### config.mk
export PLATFORM = sky130hd
export DESIGN_NAME = ct_mmu_sysmap_arb
export DESIGN_NICKNAME = d
export VERILOG_FILES = /design/src/rtl/ct_mmu_sysmap_arb.sv
export SDC_FILE = /design/constraint.sdc
export NUM_CORES = 1
export LEC_CHECK = 0
export ABC_AREA = 0
export BUFFER_PORTS_ARGS = -buffer_cell sky130_fd_sc_hd__buf_4
export CORE_ASPECT_RATIO = 1.5
export CORE_MARGIN = 2
export CORE_UTILIZATION = 40
export CTS_CLUSTER_DIAMETER = 40
export DETAILED_ROUTE_END_ITERATION = 6
export GPL_TIMING_DRIVEN = 1
export PLACE_DENSITY_LB_ADDON = 0.15
export REMOVE_ABC_BUFFERS = 1
export SYNTH_ARGS = -nofsm -noshare
export SYNTH_HDL_FRONTEND = slang
export SYNTH_SLANG_ARGS = --single-unit
### constraint.sdc
create_clock -name forever_cpuclk -period 2.6 [get_ports forever_cpuclk]
set_input_delay 0.65 -clock forever_cpuclk [delete_from_list [all_inputs] [get_ports forever_cpuclk]]
set_output_delay 0.65 -clock forever_cpuclk [all_outputs]
set_load 0.005 [all_outputs]
### src/rtl/ct_mmu_sysmap_arb.sv
`default_nettype none
// ============================================================================
// Module      : ct_mmu_sysmap_arb
// Description : Round-robin arbiter that shares one combinational sysmap
//               attribute lookup among three MMU requesters
//               (0 = JTLB refill, 1 = PTW, 2 = LSU bypass/MMU-off).
//               The pipeline has three stages:
//                 stage 0 - arbitration, with a combinational grant;
//                 stage 1 - captures the winner's PA, which drives the lookup;
//                 stage 2 - registers the lookup flags and hit as the result.
//               It accepts one lookup per cycle and never stalls.
// Ports       : forever_cpuclk, cpurst_b (async, active-low)
//               rtu_yy_xx_flush          - kills in-flight lookups
//               reqN_sysmap_vld/pa       - requests (N = 0..2)
//               sysmap_arb_grnt          - one-hot combinational grant
//               mmu_sysmap_pa_y          - PA to the sysmap lookup
//               sysmap_mmu_flg_y/hit_y   - lookup return
//               sysmap_arb_rslt_vld/flg/hit - registered result
// Revision    : 1.0 - initial release
// ============================================================================
module ct_mmu_sysmap_arb #(
  parameter int REQ_NUM = 3,
  parameter int PA_W    = 28
) (
  input  logic                forever_cpuclk,
  input  logic                cpurst_b,
  input  logic                rtu_yy_xx_flush,
  input  logic                req0_sysmap_vld,
  input  logic [PA_W-1:0]     req0_sysmap_pa,
  input  logic                req1_sysmap_vld,
  input  logic [PA_W-1:0]     req1_sysmap_pa,
  input  logic                req2_sysmap_vld,
  input  logic [PA_W-1:0]     req2_sysmap_pa,
  output logic [REQ_NUM-1:0]  sysmap_arb_grnt,
  output logic [PA_W-1:0]     mmu_sysmap_pa_y,
  input  logic [4:0]          sysmap_mmu_flg_y,
  input  logic [7:0]          sysmap_mmu_hit_y,
  output logic [REQ_NUM-1:0]  sysmap_arb_rslt_vld,
  output logic [4:0]          sysmap_arb_rslt_flg,
  output logic [7:0]          sysmap_arb_rslt_hit
);

  localparam logic [1:0] c_ptr_rst = 2'd0;

  // --------------------------------------------------------------------------
  // Stage 0: round-robin arbitration
  // --------------------------------------------------------------------------
  logic [2:0]      w_req_vld;
  logic [1:0]      w_win;
  logic            w_gnt_any;
  logic [1:0]      w_ptr_nxt;
  logic [PA_W-1:0] w_win_pa;

  logic [1:0]      r_ptr;
  logic            r_s1_vld;
  logic [1:0]      r_s1_id;
  logic [PA_W-1:0] r_s1_pa;
  logic            r_s2_vld;
  logic [1:0]      r_s2_id;
  logic [4:0]      r_s2_flg;
  logic [7:0]      r_s2_hit;

  assign w_req_vld = {req2_sysmap_vld, req1_sysmap_vld, req0_sysmap_vld};

  // The search starts at r_ptr and wraps through the other requesters in order.
  always_comb begin
    w_win = 2'd0;
    case (r_ptr)
      2'd1: begin
        if      (w_req_vld[1]) w_win = 2'd1;
        else if (w_req_vld[2]) w_win = 2'd2;
        else                   w_win = 2'd0;
      end
      2'd2: begin
        if      (w_req_vld[2]) w_win = 2'd2;
        else if (w_req_vld[0]) w_win = 2'd0;
        else                   w_win = 2'd1;
      end
      default: begin
        if      (w_req_vld[0]) w_win = 2'd0;
        else if (w_req_vld[1]) w_win = 2'd1;
        else                   w_win = 2'd2;
      end
    endcase
  end

  // The grant is gated by flush. It is also gated by reset, so that no grant
  // is visible while the core is held in reset.
  assign w_gnt_any       = (|w_req_vld) & ~rtu_yy_xx_flush & cpurst_b;
  assign sysmap_arb_grnt = w_gnt_any ? (3'b001 << w_win) : 3'b000;
  assign w_ptr_nxt       = (w_win == 2'd2) ? 2'd0 : (w_win + 2'd1);

  always_comb begin
    w_win_pa = req0_sysmap_pa;
    case (w_win)
      2'd1:    w_win_pa = req1_sysmap_pa;
      2'd2:    w_win_pa = req2_sysmap_pa;
      default: w_win_pa = req0_sysmap_pa;
    endcase
  end

  // --------------------------------------------------------------------------
  // Stage 1 capture and stage 2 result registers
  // --------------------------------------------------------------------------
  always_ff @(posedge forever_cpuclk or negedge cpurst_b) begin
    if (!cpurst_b) begin
      r_ptr    <= c_ptr_rst;
      r_s1_vld <= 1'b0;
      r_s1_id  <= 2'd0;
      r_s1_pa  <= '0;
      r_s2_vld <= 1'b0;
      r_s2_id  <= 2'd0;
      r_s2_flg <= 5'd0;
      r_s2_hit <= 8'd0;
    end else begin
      r_s1_vld <= w_gnt_any;
      // The PA holds when nothing is granted, which keeps the lookup inputs quiet.
      if (w_gnt_any) begin
        r_s1_id <= w_win;
        r_s1_pa <= w_win_pa;
        r_ptr   <= w_ptr_nxt;
      end

      if (r_s1_vld && !rtu_yy_xx_flush) begin
        r_s2_vld <= 1'b1;
        r_s2_id  <= r_s1_id;
        r_s2_flg <= sysmap_mmu_flg_y;
        r_s2_hit <= sysmap_mmu_hit_y;
      end else begin
        r_s2_vld <= 1'b0;
      end
    end
  end

  assign mmu_sysmap_pa_y = r_s1_pa;

  // A lookup that is already sitting in stage 2 during the flush cycle is also
  // killed. Without this gate, a lookup granted two cycles before the flush
  // would still deliver its result.
  assign sysmap_arb_rslt_vld = (r_s2_vld && !rtu_yy_xx_flush) ?
                               (3'b001 << r_s2_id) : 3'b000;
  assign sysmap_arb_rslt_flg = r_s2_flg;
  assign sysmap_arb_rslt_hit = r_s2_hit;

endmodule
`default_nettype wire

After elaboration in Yosys (flattened, before gate mapping)
Index checks and enable logic that the tools add are counted.

Flip-flop bits (word level): 49. Input port bits: 103. Output and inout bits: 47. Word-level logic and storage cells: 34.

Add/sub/neg operators: 1. Eq/ne operators: 4. Shift-type cells: 2. Multiplexer cells: 12. Bitwise operators: 3. Reduce and logical (&&, ||, !) cells: 4.

Operators by type and width (count): 28-bit case mux with 2 select lines (1); 2-bit 2-to-1 mux (6); 3-bit 2-to-1 mux (2); 1-bit by 2-bit << shifter with 3-bit output, first input constant (2); 2-bit by 1-bit == test with 1-bit output, second input constant (2); 2-bit == test, second input constant (2); 2-bit case mux with 2 select lines (1); 3-bit OR reduction (1); 2-bit by 1-bit adder with 2-bit output, second input constant (1); 1-bit bitwise AND (2); 1-bit logical AND (2); 1-bit 2-to-1 mux (2); 1-bit zero test (1); 1-bit inverter (1).

Longest topological paths before layout
Gate-level depths: netlist of run 1.

Depth in word-level cells: 5. Gate-level depth with buffers: 11. Mapped depth without buffers: 9.

Worst setup path after synthesis of run 1
No wires, ideal clock.

Path type: flip-flop to output port. Start point: reg r_ptr[0]. End point: out sysmap_arb_grnt[1]. Data arrival time: 2199 ps. Data required time: 1950 ps. Path slack: -249 ps. Cell stages (with the launch flop): 10. Path through: dfrtp_1 -> inv_1 -> ha_1 -> and4bb_2 -> a211o_1 -> inv_1 -> ha_1 -> clkbuf_1 -> buf_1 -> and3_1.

Cells in the longest elaborated chain, start to end: 4. Elaborated cells on any way between the ends: 5. Classes of those cells: 2 x eq/ne; 1 x shift; 2 x mux.

Ends and longest elaborated chain: from (decl) (line 54) `logic [1:0] r_ptr;`; from (signal assigned) (line 107) `r_ptr <= c_ptr_rst;`; from (signal assigned) (line 121) `r_ptr <= w_ptr_nxt;`; 2-bit == test / 2-bit by 1-bit == test with 1-bit output (equally long branches) (line 68) `case (r_ptr)`; 2-bit case mux with 2 select lines (*) (line 68); via w_win[1] (line 49) `logic [1:0] w_win;`; 1-bit by 2-bit << shifter with 3-bit output (*) (line 90) `assign sysmap_arb_grnt = w_gnt_any ? (3'b001 << w_win) : 3'b000;`; 3-bit 2-to-1 mux (*) (line 90); to (decl) (line 34) `output logic [REQ_NUM-1:0] sysmap_arb_grnt,`.

Mark *: on every way through the listed nets, which the timed path passes. The rest lies on a longest branch.

Worst setup path after layout of run 1
Start point: reg r_ptr[1]. End point: out sysmap_arb_grnt[0].

The elaborated chain is that of the path after synthesis.

==> results of run 1 <==
timing repair:
item                       CTS  global route
setup endpoints to repair    3             3
gates resized for setup     11             1
buffers inserted             2             1
pin swaps                    1             0
state kept, by name, summed over array words and instances (netlist names):
signal,flops
r_s1_vld,1
r_s2_id,2
r_s1_id,2
sysmap_arb_rslt_hit,8
sysmap_arb_rslt_flg,5
mmu_sysmap_pa_y,28
r_s2_vld,1
r_ptr,2
worst reg2reg max path, stage by stage, from the launching register on:
cell and delay [ns]:
dfrtp_1 0.40, inv_2 0.09, ha_4 0.21, and4bb_2 0.28
a211o_1 0.16, inv_2 0.09, ha_4 0.16, buf_4 0.13
buf_12 0.15, a22oi_1 0.19, a21oi_1 0.11, mux2_4 0.26
final cells by class:
type	instances	area, um^2	area share [%]
Clock buffer	6	72.57	1.801
Tap cell	76	95.09	2.360
Timing Repair Buffer	159	1247	30.95
Clock inverter	2	15.01	0.3726
Multi-Input combinational cell	162	1363	33.81
Sequential cell	49	1226	30.43
Inverter	3	11.26	0.2794
worst paths after layout:
check,start,endpoint,slack [ns],depth (start not counted)
setup / recovery,r_ptr[1],sysmap_arb_grnt[0],-0.09,7
hold / removal,cpurst_b,r_s1_id[1],0.43,2
setup reg to reg,r_ptr[0],mmu_sysmap_pa_y[19],0.25,11
hold reg to reg,sysmap_arb_rslt_hit[3],sysmap_arb_rslt_hit[3],0.51,1
max in group asynchronous,cpurst_b,mmu_sysmap_pa_y[18],1.73,2
min in group forever_cpuclk,sysmap_arb_rslt_hit[3],sysmap_arb_rslt_hit[3],0.51,1
cell usage in the layout (no fill, tap or decap), types with 2 or more instances in the layout:
cell type   instances
nor4bb_1            2
o21ai_0             2
nand2_1             2
clkbuf_8            5
mux2_2             18
a22oi_1            28
ha_1                3
nor2_1             29
inv_2               2
nor2b_1             5
ha_4                3
clkinvlp_4          2
a21oi_1            29
and3_1              2
mux2_4             26
buf_4             154
nand3_1             2
buf_12              4
dfrtp_1            49
stage by stage:
stage	instance area (um^2)	utilization, %	hold WS, ns
2_1_floorplan	2547	-	0.3544
3_3_place_gp	3867	59.63	0.4898
3_5_place_dp	3867	59.63	0.4929
4_1_cts	4019	61.96	0.4693
5_1_grt	4030	62.13	0.5056
6_report	4030	62.13	0.4280
power breakdown:
part / switching [mW] / leakage (nW) / total, mW / internal, mW
clock network: 0.261 / 0.0374 / 0.451 / 0.190
logic: 0.943 / 1.31 / 2.29 / 1.35
registers: 0.182 / 0.588 / 1.25 / 1.07
total: 1.39 / 1.94 / 3.99 / 2.60
per-layer routing:
layer | up-vias | track usage (%) | wire, um | share of wire, %
met2 | 89 | 35.05 | 3640 | 53
met1 | 1089 | 20.63 | 2651 | 39
met4 | 0 | 4.178 | 91 | 1.3
met5 | - | 0 | 0 | 0
li1 | 1130 | - | - | -
met3 | 8 | 4.457 | 458 | 6.7
cells by family after synthesis:
family          synth area share (%)
mux                            22.22
flops                          45.94
simple gates                   9.142
fa+ha+maj                      3.282
buf+inv                        4.970
compound gates                 14.44
==> results.txt, run 1 <==
The area of the core is 6486 um^2. dfrtp_1 is the most common cell in the netlist. The kind of cell with the highest combined delay on the critical path is adder cells.

The element type at the critical path end is a primary output. The via total after detailed routing came out at 2316. The clock slew seen by the registers of the worst setup and hold paths came out at 0.10 ns. The critical path goes through ha_4, and4bb_2, a211o_1, inv_2, ha_4, and3_4, buf_6. The final net count came out at 490. The count of pins on the block boundary came out at 150. The clock passes through at most 2 buffers. Yosys attributes the largest share of cell area to dfrtp_1 (46%), mux2_4 (15%), a22oi_1 (7.9%). The residual overflow from global routing came out at 0.

After technology mapping, the gate count stands at 233. At the pin with the least slew margin, the transition time is 1.039 ns. The most frequent cell on the critical path is ha_4. The data required time of the critical path came out at 1.95 ns. Summed over all instances, the cell type with the most area after synthesis is dfrtp_1. The final non-filler cell total came out at 457. Ranked by instance count, the synthesized netlist is headed by dfrtp_1 (49), a21oi_1 (29), nor2_1 (29), a22oi_1 (28), mux2_4 (26). The number of global-route vias before repair is 2381. The post-synthesis sequential element count came out at 49.

Setup repair after global routing could not meet its margin everywhere. The floorplan step set the die width to 70.70 um. The fraction of synthesis flops using an asynchronous set or reset pin is 100.0%.

The number of distinct library cells after synthesis is 26. The total global-route track usage is 18.61%. In the synthesized netlist the dominant register cell turns out to be dfrtp_1. Relative to the synthesized area, the layout overhead comes to 51.01%. IR analysis of the VDD net gives a maximum drop of 0.5019 mV. The worst-case clock skew came out at 0.01231 ns. The congestion estimate from routability-driven global placement came to 0.8142. The total clock sinks is 49. The critical path contains buffers and inverters numbering 2 combined. The number of detailed-routing iterations run before antenna repair is 4.

The number of DRC violations after detailed routing is 0. After filler insertion, the fill cell instance count of the layout stands at 563. The setup TNS after final layout came out at -0.2424 ns. The worst endpoint data arrival time came out at 2.04 ns. The wire length of the first global-routing pass is 11000 um. The clock latency at the later pin of the worst-skew pair came out at 0.30 ns.

Subtracting the final worst setup slack from the clock period gives 2.692 ns. The count of inserted antenna diode cells is 0. The final reports fail on negative setup slack. The number of enable-type register cells in the synthesized netlist is 0. The total power draw is 3.991 mW. The achievable frequency came out at 0.3714 GHz.

The H-tree was split into 2 levels. The floorplan has 36 rows. The number of buffers added by the clock tree synthesis step is 5. The post-cts hold buffer count is 0.

The total power per unit cell area came out at 990.3 nW/um^2. The worst setup path is launched from a register. The mean instance size in the synthesized netlist came out at 11.45 um^2.

Across all setup checks in the final design, the least slack found is -0.09235 ns. The number of routed nets with antenna violations came out at 0. For this configuration, the core starts out at a cell density of 41.15%. On the worst path, the slowest cell contributes a delay of 0.42 ns.

The number of antenna violations at the first check in global routing is 0. The die footprint came out at 7355 um^2. For this design, the slowest cell found on the critical path is dfrtp_1.

The relative max-transition margin came out at 30.75%. The count of placed standard cells including taps came out at 446. The routed wire length is 6841 um. The leakage dissipation came out at 1.939 nW.

The total half-perimeter wirelength after legalization and detailed placement is 5090 um. The critical path is of the register to primary output type. The flow ran to the end, but the final reports show violations. The violation count after the first detailed-routing iteration came out at 54.

The CTS tree is built. The highest net fanout along the worst path is 5. The ratio of routed vias to standard cells is 5.068.

The number of pins with negative max-slew slack in the final report came to 0. Entering global routing, the biggest net connects 50 pins. The die outline height is 104.0 um. The count of buffers inserted at the top-level ports is 149. The final-report hold violation count is 0. The max-capacitance violation count is 0. The tightest min-delay check is of the input port to async pin type. The share of the yosys chip area belonging to registers came out at 45.94%. The worst slack after detailed placement came out at 0.05244 ns. Dividing the final minimum period by the clock period gives 103.6%.

Setup violations remaining at the end of the flow were counted as 3. For this run, the number of Yosys warnings is 0. Clock tree synthesis selected as its root buffer the cell clkbuf_8. The fraction of layout instances using a drive strength above 1 came out at 58.01%.

After synthesis the cells add up to 2669 um^2. The portion of synthesized cell area occupied by the leading cell type came out at 45.94%. The wire length per cell after detailed routing is 14.97 um.
(Power assumes the default switching activity.)
==> run 2, diff against run 1 <==
--- a/config.mk
+++ b/config.mk
@@ -9,12 +9,13 @@
 export BUFFER_PORTS_ARGS = -buffer_cell sky130_fd_sc_hd__buf_4
 export CORE_ASPECT_RATIO = 1.5
 export CORE_MARGIN = 2
-export CORE_UTILIZATION = 40
+export CORE_UTILIZATION = 43
 export CTS_CLUSTER_DIAMETER = 40
 export DETAILED_ROUTE_END_ITERATION = 6
 export GPL_TIMING_DRIVEN = 1
 export PLACE_DENSITY_LB_ADDON = 0.15
 export REMOVE_ABC_BUFFERS = 1
+export SETUP_SLACK_MARGIN = 0.2
 export SYNTH_ARGS = -nofsm -noshare
 export SYNTH_HDL_FRONTEND = slang
 export SYNTH_SLANG_ARGS = --single-unit
==> constraint.sdc (replaced) <==
create_clock -name forever_cpuclk -period 2.5 [get_ports forever_cpuclk]
set_input_delay 0.625 -clock forever_cpuclk [delete_from_list [all_inputs] [get_ports forever_cpuclk]]
set_output_delay 0.625 -clock forever_cpuclk [all_outputs]
set_load 0.005 [all_outputs]
==> run 2 against run 1 <==
  * The run still ends with negative setup slack left
  * Sequential share of layout area fell by 0.51 points
  * Non-clock buffer count grew 5
  * Core utilization grew 5.2 points
  * Register-to-register slack got worse by 0.11 ns
  * Via count rose by 2.7%
  * Clock skew is 0.0077 ns lower
  * Total power is 9.3% higher
  * Critical path depth unchanged
  * Die area is 6.7% lower
  * Worst hold slack gained 0.029 ns
  * Largest power group unchanged
==> results.txt, run 2 (synthesis results as in run 1) <==
The run finished, with violations left. The final reports fail on negative setup slack. The worst hold path belongs to the class input port to async pin.

The wire length per cell after detailed routing is 14.70 um. The final-report hold violation count came out at 0. Entering global routing, the biggest net connects 50 pins. The core occupancy in the finished layout is 67.34%.

The floorplan step defined a core boundary enclosing 6087 um^2. The register with the most flip-flops in the layout has 28 of them. For the worst flop-to-flop path, the logic depth is 9. The fraction of layout instances using a drive strength above 1 came out at 58.81%. The number of pins with negative max-slew slack in the final report came to 0. The worst-case register-to-register setup slack is 0.14 ns. The number of routed nets with antenna violations came out at 0. The highest net fanout along the worst path is 5. The total overflow left after global routing is 0.

Between clock sinks in the finished design, the worst skew comes to 0.004614 ns. The relative area change from synthesis to final layout came out at 53.59%. In this run the tightest slew margin relative to its limit is 59.33%. The worst setup path is launched from a register.

The count of pins on the block boundary came out at 150. TritonCTS built the clock tree. Setup repair after global routing could not meet its margin everywhere. In this run the vertical extent of the chip is 100.5 um. The largest buffer count on any clock path is 2. The CTS H-tree depth came out at 2. The worst setup path is captured at a primary output. The count of placed standard cells including taps came out at 447.

The worst hold slack is 0.4574 ns. The worst reg2reg path endpoint is mmu_sysmap_pa_y[16]. The worst slack after detailed placement is -0.09285 ns. Leaving out fill and tap cells, the most frequent cells in the layout are buf_4 (159), dfrtp_1 (49), a21oi_1 (29). The starting density of the core came out at 43.84%.

The horizontal extent of the die came out at 68.33 um. The number of antenna violations at the first check in global routing came out at 0. The pre-antenna-repair detailed-routing pass consisted of 4 iterations. The area of placed instances is 3887 um^2. Tracing the worst setup path back leads to its startpoint at r_ptr[1]. The number of buffers added by the clock tree synthesis step is 5.

In this run, the number of DRC markers left after iteration 0 of detailed routing was 118. The total power per unit cell area came out at 1064 nW/um^2. The worst voltage drop across the vdd grid is 0.7137 mV.

The count of endpoints failing setup in the final report came out at 3. The global placement routability congestion came out at 0.8267. The floorplan step defined a die boundary enclosing 6866 um^2.

The routed wire length came out at 6761 um. The clock slew seen by the registers of the worst setup and hold paths is 0.09 ns. The final layout contains 495 nets. The total clock sinks came out at 49.

In the routed design, unresolved DRC markers number 0. The leakage dissipation is 1.989 nW. The number of global-route vias before repair came out at 2352. Adding up every negative setup slack in the final design gives -0.3826 ns. The pin slew with the least headroom to its limit came out at 0.6101 ns. The total half-perimeter wirelength after legalization and detailed placement is 5133 um.

By startpoint and endpoint, the worst setup path is classified as register to primary output. The time the worst path needs with I/O delays and setup came out at 2.637 ns. The tree is rooted in a clkbuf_8. The number of standard-cell rows in the floorplan came out at 35. The cell area after layout came out at 4099 um^2. The total global-route track usage came out at 20.40%. The total power draw came out at 4.362 mW.

The startpoint of the lowest-slack register-to-register path is r_ptr[1]. The critical path ends at sysmap_arb_grnt[0]. The final worst slack came out at -0.1365 ns. The achievable frequency is 0.3793 GHz. The clock latency at the later pin of the worst-skew pair came out at 0.29 ns. The count of inserted antenna diode cells came out at 0. The fraction of the cycle the final worst path needs is 105.5%. The final non-filler cell total came out at 460. At the worst endpoint, the required time is 1.88 ns. The wire length of the first global-routing pass is 10750 um. The max-capacitance violation count came out at 0.

For the worst setup path, the data arrival time is 2.01 ns. During placement, the flow inserted port buffers numbering 149. Leaving out fill and tap cells, the most frequent cell in the layout is buf_4. The via total after detailed routing is 2379. After detailed routing, the number of vias per cell comes to 5.172.
[run 2: changes by cell type in the layout (fill, tap and decap cells not counted), sizes merged]
cell and delta:
buf +4, bufinv +1, clkbuf +1, clkinvlp -1
[run 2: worst min-delay path by stage]
stage | depth (start not counted) | end | slack [ns]
finish | 2 | sysmap_arb_rslt_hit[1] | 0.46
global route | 2 | sysmap_arb_rslt_hit[1] | 0.50
CTS | 2 | sysmap_arb_rslt_hit[1] | 0.48
detailed placement | 1 | mmu_sysmap_pa_y[20] | 0.49
global placement | 1 | sysmap_arb_rslt_flg[4] | 0.49
floorplan | 0 | mmu_sysmap_pa_y[0] | 0.33
[run 2: power breakdown]
part | internal (mW) | switching (mW) | total [mW] | leakage, nW
combinational | 1.47 | 1.01 | 2.48 | 1.34
sequential | 1.11 | 0.191 | 1.30 | 0.588
clock | 0.325 | 0.256 | 0.581 | 0.0574
[run 2: critical path, cell delays in order (launching register included)]
cell      delay (ns)
dfrtp_1         0.42
ha_4            0.30
and4bb_2        0.23
a211o_1         0.27
inv_2           0.10
ha_2            0.17
and3_1          0.14
buf_4           0.10
[run 2: repair_timing]
item | 4_1_cts | 5_1_grt
gates resized for setup | 9 | 1
hold buffers | 0 | 0
setup endpoints to repair | 31 | 31
pin swaps | 1 | 0
cloned | 0 | 1
setup buffers | 2 | 2
[run 2: final cells by class]
cell class              instances  area (um^2)
flip-flops and latches         49         1226
repair buffers                164         1299
fillers                       511         1988
multi-input cells             162         1350
well taps                      74        92.59
inverters                       3        11.26
clock inverters                 2        37.54
clock buffers                   6        82.58
[run 2: metal layers]
layer  track usage (%)  share of wire (%)
met1             23.12                 36
met2             36.30                 55
met3             4.693                7.2
met4             7.231                1.2
met5                 0                  0
==> run 3, diff against run 2 <==
--- a/config.mk
+++ b/config.mk
@@ -7,7 +7,6 @@
 export LEC_CHECK = 0
 export ABC_AREA = 0
 export BUFFER_PORTS_ARGS = -buffer_cell sky130_fd_sc_hd__buf_4
-export CORE_ASPECT_RATIO = 1.5
 export CORE_MARGIN = 2
 export CORE_UTILIZATION = 43
 export CTS_CLUSTER_DIAMETER = 40
==> run 3 against run 2 <==
  * The flow still finishes with violations (negative setup slack)
  * Sequential share of layout area decreased by 4.5 points
  * Critical path depth rose by 2
  * Combinational power grew 62%
  * Maximum frequency decreased by 2.5%
  * Worst hold slack got worse by 0.011 ns
  * Final area rose by 18%
  * Sequential power about the same
  * Die area is 0.19% lower
  * Core utilization grew 14 points
  * Global-route usage up 1.3 points
  * Wire length increased by 38%
  * Clock power increased by 18%
  * Largest cell class unchanged
  * Largest power group unchanged
  * Highest routed layer unchanged
==> results.txt, run 3 (synthesis results as in run 1) <==
The core region is 5956 um^2. STA classifies the critical path endpoint as a primary output. Setup violations remaining at the end of the flow were counted as 3.

In this run the worst hold path is classified as input port to async pin. At the end of routability-driven placement, the weighted congestion stood at 0.7472. The type of the worst setup path is register to primary output. The clock latency at the later pin of the worst-skew pair came out at 0.30 ns. The total global-route track usage came out at 21.72%.

The register with the most flip-flops in the layout has 28 of them. The worst-case clock skew came out at 0.009227 ns. The data required time of the critical path is 1.88 ns.

The die outline height is 82.78 um. The cell-internal power came out at 3.790 mW. The highest net fanout along the worst path came out at 4. The via total after detailed routing is 2600. The number of logic stages on the critical path including buffering came out at 9. From synthesis to final layout, the design area changed by 80.78%.

The most critical setup path has its endpoint at sysmap_arb_grnt[1]. The tree is rooted in a clkbuf_8. The floorplan has 28 rows. The largest net degree at the start of global routing is 50. The first global-routing pass estimated 11250 um of wire. Grouping stages by cell kind, the critical path spends the most delay in buffers and inverters.

The pin slew with the least headroom to its limit is 0.6319 ns. The routed wire length is 9325 um. The number of detailed-routing iterations run before antenna repair came out at 4. The total clock sinks came out at 49. The final-report hold violation count is 0.

The count of inserted antenna diode cells is 0. The worst register-to-register path ends at mmu_sysmap_pa_y[24]. The leakage dissipation came out at 2.168 nW. The time the worst path needs with I/O delays and setup is 2.704 ns.

TritonCTS built the clock tree. Leaving out fill and tap cells, the most frequent cells in the layout are buf_4 (157), dfrtp_1 (49), mux2_4 (29). Leaving out fill and tap cells, the most frequent cell in the layout is buf_4. Setup repair after global routing could not meet its margin everywhere. The filler cell count is 358. The count of buffers inserted at the top-level ports is 149. The number of pins with negative max-slew slack in the final report came out at 0. The starting density of the core came out at 44.81%. The wire length per cell after detailed routing is 19.80 um. Max-cap violations in this run came to 0. The CTS H-tree depth came out at 2.

The relative max-transition margin is 57.87%. The residual overflow from global routing came out at 0. The horizontal extent of the die came out at 82.78 um.

Walking the worst path, the cells encountered are inv_2, ha_4, buf_6, nor3b_2, a211o_1, inv_2, ha_4, and3_4, buf_6. The startpoint of the lowest-slack register-to-register path is r_ptr[0]. The total net switching power is 2.234 mW. The largest buffer count on any clock path came out at 2. The die footprint came out at 6853 um^2.

The ratio of routed vias to standard cells came out at 5.520. Overall power consumption after layout is estimated at 6.024 mW. The count of placed standard cells including taps is 447.

The fraction of layout instances using a drive strength above 1 is 79.80%. The final net count came out at 505. After layout, the worst setup slack is -0.2045 ns. The number of global-route vias before repair was 2362. The number of buffers added by the clock tree synthesis step came out at 5. The core occupancy in the finished layout came out at 81.01%. The fraction of the cycle the final worst path needs is 108.2%. The worst-case register-to-register setup slack came out at 0.08 ns. After clock tree synthesis, the clock-pin slew on the worst setup and hold paths is 0.10 ns. The slowest stage of the critical path is the dfrtp_1 cell. The flow ran to the end, but the final reports show violations. The number of buffers and inverters on the critical path is 4. The combinational cell fraction of total power came out at 66.7%.

Power spread over the standard cell area amounts to 1249 nW/um^2. The checks that failed: negative setup slack. The final non-filler cell total is 471. The number of DRC violations after detailed routing came out at 0.

The fraction of power consumed by the clock network is 11.4%. Net switching is 37.08% of the power. Once detail routing completed, the nets flagged for antenna violations numbered 0. The longest individual stage delay on the worst path came out at 0.39 ns.

The worst-case IR drop observed on VDD is 0.6756 mV. The cell count of the worst reg-to-reg path came out at 11. The post-cts hold buffer count is 0. The launch point of the worst path is r_ptr[0]. The worst endpoint data arrival time came out at 2.08 ns.

The violation count after the first detailed-routing iteration came out at 111. The count of pins on the block boundary is 150. The part of the total power dissipated in sequential elements is 21.9%. The total half-perimeter wirelength after legalization and detailed placement came out at 5224 um.

The worst setup path is launched from a register. The number of antenna violations at the first check in global routing was 0. The achievable frequency is 0.3698 GHz.
## run 3: cell count changes in the layout (fill, tap and decap cells not counted), sizes merged
cell,previous run,this run
buf,163,166
bufinv,1,2
clkbuf,7,13
clkinvlp,1,0
inv,3,4
## run 3: worst min path at each step
stage	endpoint	slack [ns]	cells after the start
after CTS	r_s1_vld	0.45	2
after detailed placement	r_s1_id[1]	0.49	1
after global routing	r_s1_vld	0.49	2
after floorplan	mmu_sysmap_pa_y[0]	0.33	0
final	sysmap_arb_rslt_hit[6]	0.45	2
after global placement	r_s2_id[0]	0.49	1
## run 3: timing repair
action                     4_1_cts  5_1_grt
buffers inserted                 4        2
setup endpoints to repair       31       31
resized for setup               35       93
pin swaps                       12       24
cloned                           1        9
## run 3: cell type report
| type | instances | area (um^2) | area share (%) |
|---|---|---|---|
| timing repair buffer | 174 | 1539 | 31.90 |
| clock buffer | 5 | 68.82 | 1.426 |
| inverter | 3 | 11.26 | 0.2334 |
| sequential | 49 | 1226 | 25.42 |
| tap | 75 | 93.84 | 1.945 |
| clock inverter | 3 | 68.82 | 1.426 |
| multi-input combinational | 162 | 1817 | 37.66 |
## run 3: power groups by stage
stage	sequential, mW	combinational [mW]	clock, mW
final	1.32	4.02	0.688
after global routing	1.36	4.24	0.727
after CTS	1.30	2.64	0.696
after detailed placement	1.30	2.30	0
after global placement	1.29	2.24	0
after floorplan	1.30	1.24	0
## run 3: per-stage QoR
| stage | instance area (um^2) | worst slack (ns) | hold WS [ns] | setup TNS [ns] |
|---|---|---|---|---|
| 2_1_floorplan | 2547 | -0.2841 | 0.3294 | -8.484 |
| 3_3_place_gp | 3869 | 0.05541 | 0.4906 | 0 |
| 3_5_place_dp | 3869 | -0.02648 | 0.4924 | -0.02648 |
| 4_1_cts | 4227 | -0.2046 | 0.4486 | -0.5484 |
| 5_1_grt | 4825 | -0.2789 | 0.4872 | -0.7879 |
| 6_report | 4825 | -0.2045 | 0.4468 | -0.5771 |
## run 3: per-layer routing
layer	vias up	share of wire, %	GRT usage, %
li1	1166	-	-
met1	1294	38	26.72
met2	120	55	37.34
met3	20	5.1	4.978
met4	0	2.4	7.705
met5	-	0	0
